<file path="src/rtl/fft_pkg.sv">
// fft_pkg: shared constants, types and state encoding for the 16-point FFT control sequencer
package fft_pkg;
  localparam int FFT_N     = 16;
  localparam int FFT_LOG2N = 4;
  localparam int N_STAGES  = 4;
  localparam int N_BF      = 8;
  localparam int ADDR_W    = FFT_LOG2N;
  localparam int STAGE_W   = 2;
  localparam int BF_W      = 3;
  typedef logic [ADDR_W-1:0]  addr_t;
  typedef logic [STAGE_W-1:0] stage_t;
  typedef logic [BF_W-1:0]    bf_t;
  typedef enum logic [2:0] {S_IDLE, S_LOAD, S_RUN, S_FLUSH, S_UNLOAD} state_e;
  typedef struct packed {
    logic   v;
    stage_t s;
    bf_t    b;
  } wr_tag_t;
  function automatic addr_t bitrev(input addr_t a);
    addr_t r;
    for (int i = 0; i < ADDR_W; i++) r[i] = a[ADDR_W-1-i];
    return r;
  endfunction
endpackage

</file>
<file path="src/rtl/fft_wr_delay.sv">
// fft_wr_delay: LAT-deep shift register aligning read tags {valid, stage, butterfly} with butterfly write-back
module fft_wr_delay
  import fft_pkg::*;
#(
  parameter int LAT = 3
) (
  input  logic   clk,
  input  logic   rst,
  input  logic   in_valid,
  input  stage_t in_stage,
  input  bf_t    in_bf,
  output logic   out_valid,
  output stage_t out_stage,
  output bf_t    out_bf
);
  wr_tag_t pipe_q [LAT];
  always_ff @(posedge clk) begin
    if (rst) begin
      for (int i = 0; i < LAT; i++) pipe_q[i] <= '0;
    end else begin
      pipe_q[0] <= {in_valid, in_stage, in_bf};
      for (int i = 1; i < LAT; i++) pipe_q[i] <= pipe_q[i-1];
    end
  end
  assign {out_valid, out_stage, out_bf} = pipe_q[LAT-1];
endmodule

</file>
<file path="src/rtl/fft_ctrl_seq.sv">
// fft_ctrl_seq: load/run/flush/unload sequencer for the 16-point FFT; FFT_BITREV_OUT_EN selects bit-reversed unload order
module fft_ctrl_seq
  import fft_pkg::*;
#(
  parameter int BF_LATENCY = 3
) (
  input  logic              clk,
  input  logic              rst,
  input  logic              start,
  input  logic              in_valid,
  output logic              in_ready,
  output logic              load_we,
  output logic [ADDR_W-1:0] load_addr,
  output logic [1:0]        stage,
  output logic [2:0]        butterfly,
  output logic              rd_en,
  output logic              wr_en,
  output logic [1:0]        wr_stage,
  output logic [2:0]        wr_butterfly,
  output logic              out_valid,
  input  logic              out_ready,
  output logic [ADDR_W-1:0] out_addr,
  output logic              busy,
  output logic              done
);
  state_e state_q, state_d;
  addr_t  cnt_q, cnt_d;
  stage_t stage_q, stage_d;
  bf_t    bf_q, bf_d;
  logic   done_q, done_d;
  logic   cnt_last;
  assign cnt_last = cnt_q == addr_t'(FFT_N - 1);
  always_comb begin
    state_d = state_q;
    cnt_d   = cnt_q;
    stage_d = stage_q;
    bf_d    = bf_q;
    done_d  = 1'b0;
    case (state_q)
      S_IDLE: if (start) begin
        state_d = S_LOAD;
        cnt_d   = '0;
      end
      S_LOAD: if (in_valid) begin
        cnt_d = cnt_q + 4'd1;
        if (cnt_last) begin
          state_d = S_RUN;
          stage_d = '0;
          bf_d    = '0;
        end
      end
      S_RUN: begin
        bf_d = bf_q + 3'd1;
        if (bf_q == bf_t'(N_BF - 1)) begin
          state_d = S_FLUSH;
          cnt_d   = '0;
        end
      end
      S_FLUSH: begin
        cnt_d = cnt_q + 4'd1;
        if (cnt_q == addr_t'(BF_LATENCY - 1)) begin
          cnt_d   = '0;
          state_d = stage_q == stage_t'(N_STAGES - 1) ? S_UNLOAD : S_RUN;
          stage_d = stage_q == stage_t'(N_STAGES - 1) ? stage_q : stage_q + 2'd1;
          bf_d    = '0;
        end
      end
      S_UNLOAD: if (out_ready) begin
        cnt_d = cnt_q + 4'd1;
        if (cnt_last) begin
          state_d = S_IDLE;
          done_d  = 1'b1;
        end
      end
      default: state_d = S_IDLE;
    endcase
  end
  always_ff @(posedge clk) begin
    if (rst) begin
      state_q <= S_IDLE;
      cnt_q   <= '0;
      stage_q <= '0;
      bf_q    <= '0;
      done_q  <= 1'b0;
    end else begin
      state_q <= state_d;
      cnt_q   <= cnt_d;
      stage_q <= stage_d;
      bf_q    <= bf_d;
      done_q  <= done_d;
    end
  end
  assign in_ready  = state_q == S_LOAD;
  assign load_we   = in_ready && in_valid;
  assign load_addr = cnt_q;
  assign stage     = stage_q;
  assign butterfly = bf_q;
  assign rd_en     = state_q == S_RUN;
  assign out_valid = state_q == S_UNLOAD;
`ifdef FFT_BITREV_OUT_EN
  assign out_addr  = bitrev(cnt_q);
`else
  assign out_addr  = cnt_q;
`endif
  assign busy      = state_q != S_IDLE;
  assign done      = done_q;
  fft_wr_delay #(.LAT(BF_LATENCY)) u_wr_delay (
    .clk      (clk),
    .rst      (rst),
    .in_valid (rd_en),
    .in_stage (stage_q),
    .in_bf    (bf_q),
    .out_valid(wr_en),
    .out_stage(wr_stage),
    .out_bf   (wr_butterfly)
  );
endmodule

</file>
<file path="config.mk">
export PLATFORM = sky130hd
export DESIGN_NAME = fft_ctrl_seq
export DESIGN_NICKNAME = d
export VERILOG_FILES = /design/src/rtl/fft_pkg.sv /design/src/rtl/fft_wr_delay.sv /design/src/rtl/fft_ctrl_seq.sv
export SDC_FILE = /design/constraint.sdc
export NUM_CORES = 1
export LEC_CHECK = 0
export ABC_AREA = 0
export CAP_MARGIN = 5
export CORE_MARGIN = 1
export CORE_UTILIZATION = 49
export CTS_CLUSTER_DIAMETER = 80
export DETAILED_ROUTE_END_ITERATION = 6
export PLACE_DENSITY = 0.78
export SLEW_MARGIN = 5
export SYNTH_ARGS = -nofsm -noshare
export SYNTH_HDL_FRONTEND = slang
export SYNTH_SLANG_ARGS = --single-unit
</file>
<file path="constraint.sdc">
create_clock -name clk -period 2.3 [get_ports clk]
set_clock_uncertainty 0.2 [all_clocks]
set_input_delay 0.46 -clock clk [delete_from_list [all_inputs] [get_ports clk]]
set_output_delay 0.46 -clock clk [all_outputs]
set_load 0.05 [all_outputs]
</file>
==> impl_summary.log <==
[metrics] wire length of the first global-routing pass: 4260 µm
[metrics] Initial Util: 0.533
[metrics] Clock Root Buffer: sky130_fd_sc_hd__clkbuf_4
[metrics] worst-path fanout max: 5
[metrics] post-route clock period utilization: 0.958
[metrics] maximum number of pins on one net before global-route repair: 28
[metrics] chain of cells forming the critical path: clkdlybuf4s50_1
[metrics] final hold violations: 0
[metrics] Row Count: 18
[metrics] clock network latency to the later pin of the worst-skew pair: just over 0.3 ns
[metrics] area fraction in compound gates after synthesis: 0.135
[metrics] Lkg Pwr: 0.717 nW
[metrics] Post-Synth XOR/XNOR Area: 0.00646
[metrics] fraction of registers with async set/reset: 0
[metrics] timing-limited maximum frequency: 0.454 GHz
[metrics] final std cells w/o fill: 197
[metrics] Residual DRC: 0
[metrics] routed vias: 1,072
[metrics] clk slew on worst S/H paths: roughly 0.09 ns
[metrics] fraction of synthesized cell area taken by the top area cell type: 0.458
[metrics] dominant cell type by area after synthesis: sky130_fd_sc_hd__dfxtp_1
[metrics] final worst path period need: 2.20 ns
[metrics] Die Span X: 54.6 µm
[metrics] number of buffers created by CTS: 5
[metrics] num ports: 30
[metrics] initial drt markers: 22
[metrics] sequential element share of the synthesized area: 0.458
[metrics] share of synthesized area spent on multiplexers: 0.0157
[metrics] number of cells produced by synthesis: approximately 150
[metrics] commonest register cell after synthesis: sky130_fd_sc_hd__dfxtp_1
[metrics] adder and majority cell fraction of the synthesized area: 0.0461
[metrics] overall routed net length: 2620 µm
[metrics] relative slew slack: 0.657
[metrics] area added between synthesis and finish: 27.8%
[metrics] number of antenna violations at the first check in global routing: 0
[metrics] pre-CTS setup slack: ~0.016 ns
[metrics] setup repair after global routing missed its margin: no
[metrics] mean cell area of the mapped netlist: 9.35 µm²
[metrics] TritonCTS clock tree: yes
[metrics] total power consumption of the routed design: about 980 µW
[metrics] VDD IR-drop max: 0.508 mV
[metrics] router iterations before antenna repair: 4
[metrics] kind of cell with the highest combined delay on the critical path: buffers and inverters
[metrics] critical path data arrival time: 1.54 ns
[metrics] required time reported for the critical path endpoint: 1.64 ns
[metrics] slew at the pin closest to its max-slew limit: 0.513 ns
[metrics] count of maximum capacitance violations: 0
[metrics] leading cell types by count after synthesis: sky130_fd_sc_hd__dfxtp_1 (31), sky130_fd_sc_hd__nor2b_1 (17), sky130_fd_sc_hd__buf_4 (10), sky130_fd_sc_hd__a21oi_1 (8), sky130_fd_sc_hd__clkbuf_1 (6)
[metrics] total global routing overflow: 0
[metrics] slowest stage cell, crit path: sky130_fd_sc_hd__clkdlybuf4s50_1
[metrics] Setup Crit Path Kind: reg2out
[metrics] number of flops mapped to enable cells by yosys: 0
[metrics] Critical Path Start Type: register
[metrics] count of buffers inserted at the top-level ports: 29
[metrics] vias in the first global route: 983
[metrics] final worst slack: 0.0956 ns
[metrics] total routing usage reported by global routing: 0.203
[metrics] Yosys warnings: 0
[metrics] final-layout setup total negative slack: 0 ns
[metrics] ratio of total power to cell area: between 500 and 600 nW/µm²
[metrics] Cells after DPL: 190
[metrics] syn nets: 155
[metrics] Sink Count: 31
[metrics] Unique masters post-synth: 38
[metrics] combinational family with the most area after synthesis: simple AND/OR/NAND/NOR gates
[metrics] hold buffer count at cts: 0
[metrics] Die H: 54.6 µm
[metrics] area of the mapped netlist: 1360 µm²
[metrics] element type at the critical path end: output port
[metrics] layout cell share with drive strength beyond 1: 0.150
[metrics] CP max stage delay: 0.83 ns
[metrics] most frequent cell after synthesis: sky130_fd_sc_hd__dfxtp_1
[metrics] top area cells in the synthesized netlist: sky130_fd_sc_hd__dfxtp_1 (46%), sky130_fd_sc_hd__nor2b_1 (7.8%), sky130_fd_sc_hd__buf_4 (5.5%)
[metrics] Post-DP HPWL: 1890 µm
[metrics] post-detailed-route wirelength per cell: 13.3 µm
[metrics] status: completed
[metrics] post-layout net count: 177
[metrics] Max clock buf depth: 2
[metrics] critical path buffer and inverter count: 1
[metrics] Routability Congestion: slightly below 0.9
[metrics] max-slew violations: 0
[metrics] Total Die Area: 2980 µm²
[metrics] antenna cell count: 0
[metrics] H-tree lvl count: 2
[metrics] Core Region: 2540 µm²
[metrics] class of the tightest hold or removal check: reg2reg
[metrics] number of setup violations in the final report: 0
[metrics] simple-gate portion of the synthesized area: 0.252
[metrics] number of routed nets with antenna violations: 0
[metrics] via-per-instance ratio: 5.44
[metrics] total of flip-flops plus latches after synthesis: 31
[worst paths after layout]
| path | from | endpoint | slack [ns] | cells past startpoint |
|---|---|---|---|---|
| setup / recovery | stage[0] | stage[0] | 0.1 | 1 |
| hold / removal | u_wr_delay.pipe_q[0][1] | u_wr_delay.pipe_q[0][7] | 0.24 | 1 |
| setup reg to reg | load_addr[0] | load_addr[2] | 0.21 | 6 |
| hold reg to reg | u_wr_delay.pipe_q[0][1] | u_wr_delay.pipe_q[0][7] | 0.24 | 1 |
[layer usage]
metal  wire length (µm)  GRT usage  vias up
met1               1170      0.255      480
met3                164     0.0500        4
met4                 25     0.0897        0
li1                   -          -      549
met2               1260      0.325       39
met5                  0          0        -
[worst reg2reg max path, cell delays in order (launching register included)]
cell and delay, ns:
sky130_fd_sc_hd__dfxtp_1 0.44, sky130_fd_sc_hd__inv_1 0.09, sky130_fd_sc_hd__ha_1 0.20, sky130_fd_sc_hd__nor3b_1 0.18, sky130_fd_sc_hd__o22ai_1 0.32, sky130_fd_sc_hd__o21ai_1 0.19, sky130_fd_sc_hd__o311ai_0 0.36
[through the flow]
step,area [µm²],hold WS [ns],utilization
final,1730,0.243,0.681
after global routing,1730,0.264,0.681
after CTS,1720,0.249,0.677
after detailed placement,1660,0.228,0.652
after global placement,1660,0.216,0.652
after floorplan,1370,0.214,-
[cell families (layout without fill, tap and decap cells)]
kind of cell | count (synthesis) | in the layout
flops | 31 | 31
buf+inv | 21 | 43
mux | 2 | 2
xor+xnor | 1 | 1
fa+ha+maj | 5 | 5
compound gates | 29 | 29
simple gates | 56 | 56
[timing repair]
| action | 4_1_cts | 5_1_grt |
|---|---|---|
| gates resized for setup | 2 | 4 |
| buffers inserted | 0 | 0 |
| endpoints found under the setup margin | 1 | 4 |
[power by group]
part	internal [mW]	switching (mW)	total, mW
sequential	0.540	0.00765	0.548
clock	0.141	0.170	0.312
combinational	0.0465	0.0722	0.119
total	0.728	0.250	0.978
[final cells by class]
class | instances | area (µm²)
fillers | 226 | 812
multi-input cells | 93 | 636
flip-flops and latches | 31 | 622
repair buffers | 33 | 370
clock buffers | 6 | 51.3
well taps | 30 | 37.5
inverters | 3 | 11.3
clock inverters | 1 | 5.00
[sequential cells by signal, summed over array words and instances, names as in the netlist]
| signal | count |
|---|---|
| done | 1 |
| stage | 2 |
| state_q | 3 |
| butterfly | 3 |
| load_addr | 4 |
| u_wr_delay.pipe_q | 18 |
[layout by cell type, fill, tap and decap left out, types with 4 or more instances in the layout]
master	count
sky130_fd_sc_hd__nor2_1	4
sky130_fd_sc_hd__nand2_1	5
sky130_fd_sc_hd__a21oi_1	8
sky130_fd_sc_hd__buf_4	8
sky130_fd_sc_hd__o31ai_1	4
sky130_fd_sc_hd__nor2b_1	17
sky130_fd_sc_hd__dlymetal6s2s_1	4
sky130_fd_sc_hd__buf_12	5
sky130_fd_sc_hd__clkbuf_4	5
sky130_fd_sc_hd__ha_1	5
sky130_fd_sc_hd__clkdlybuf4s50_1	16
sky130_fd_sc_hd__o21ai_0	5
sky130_fd_sc_hd__dfxtp_1	30
No activity file was read; power rests on OpenSTA's default activity.
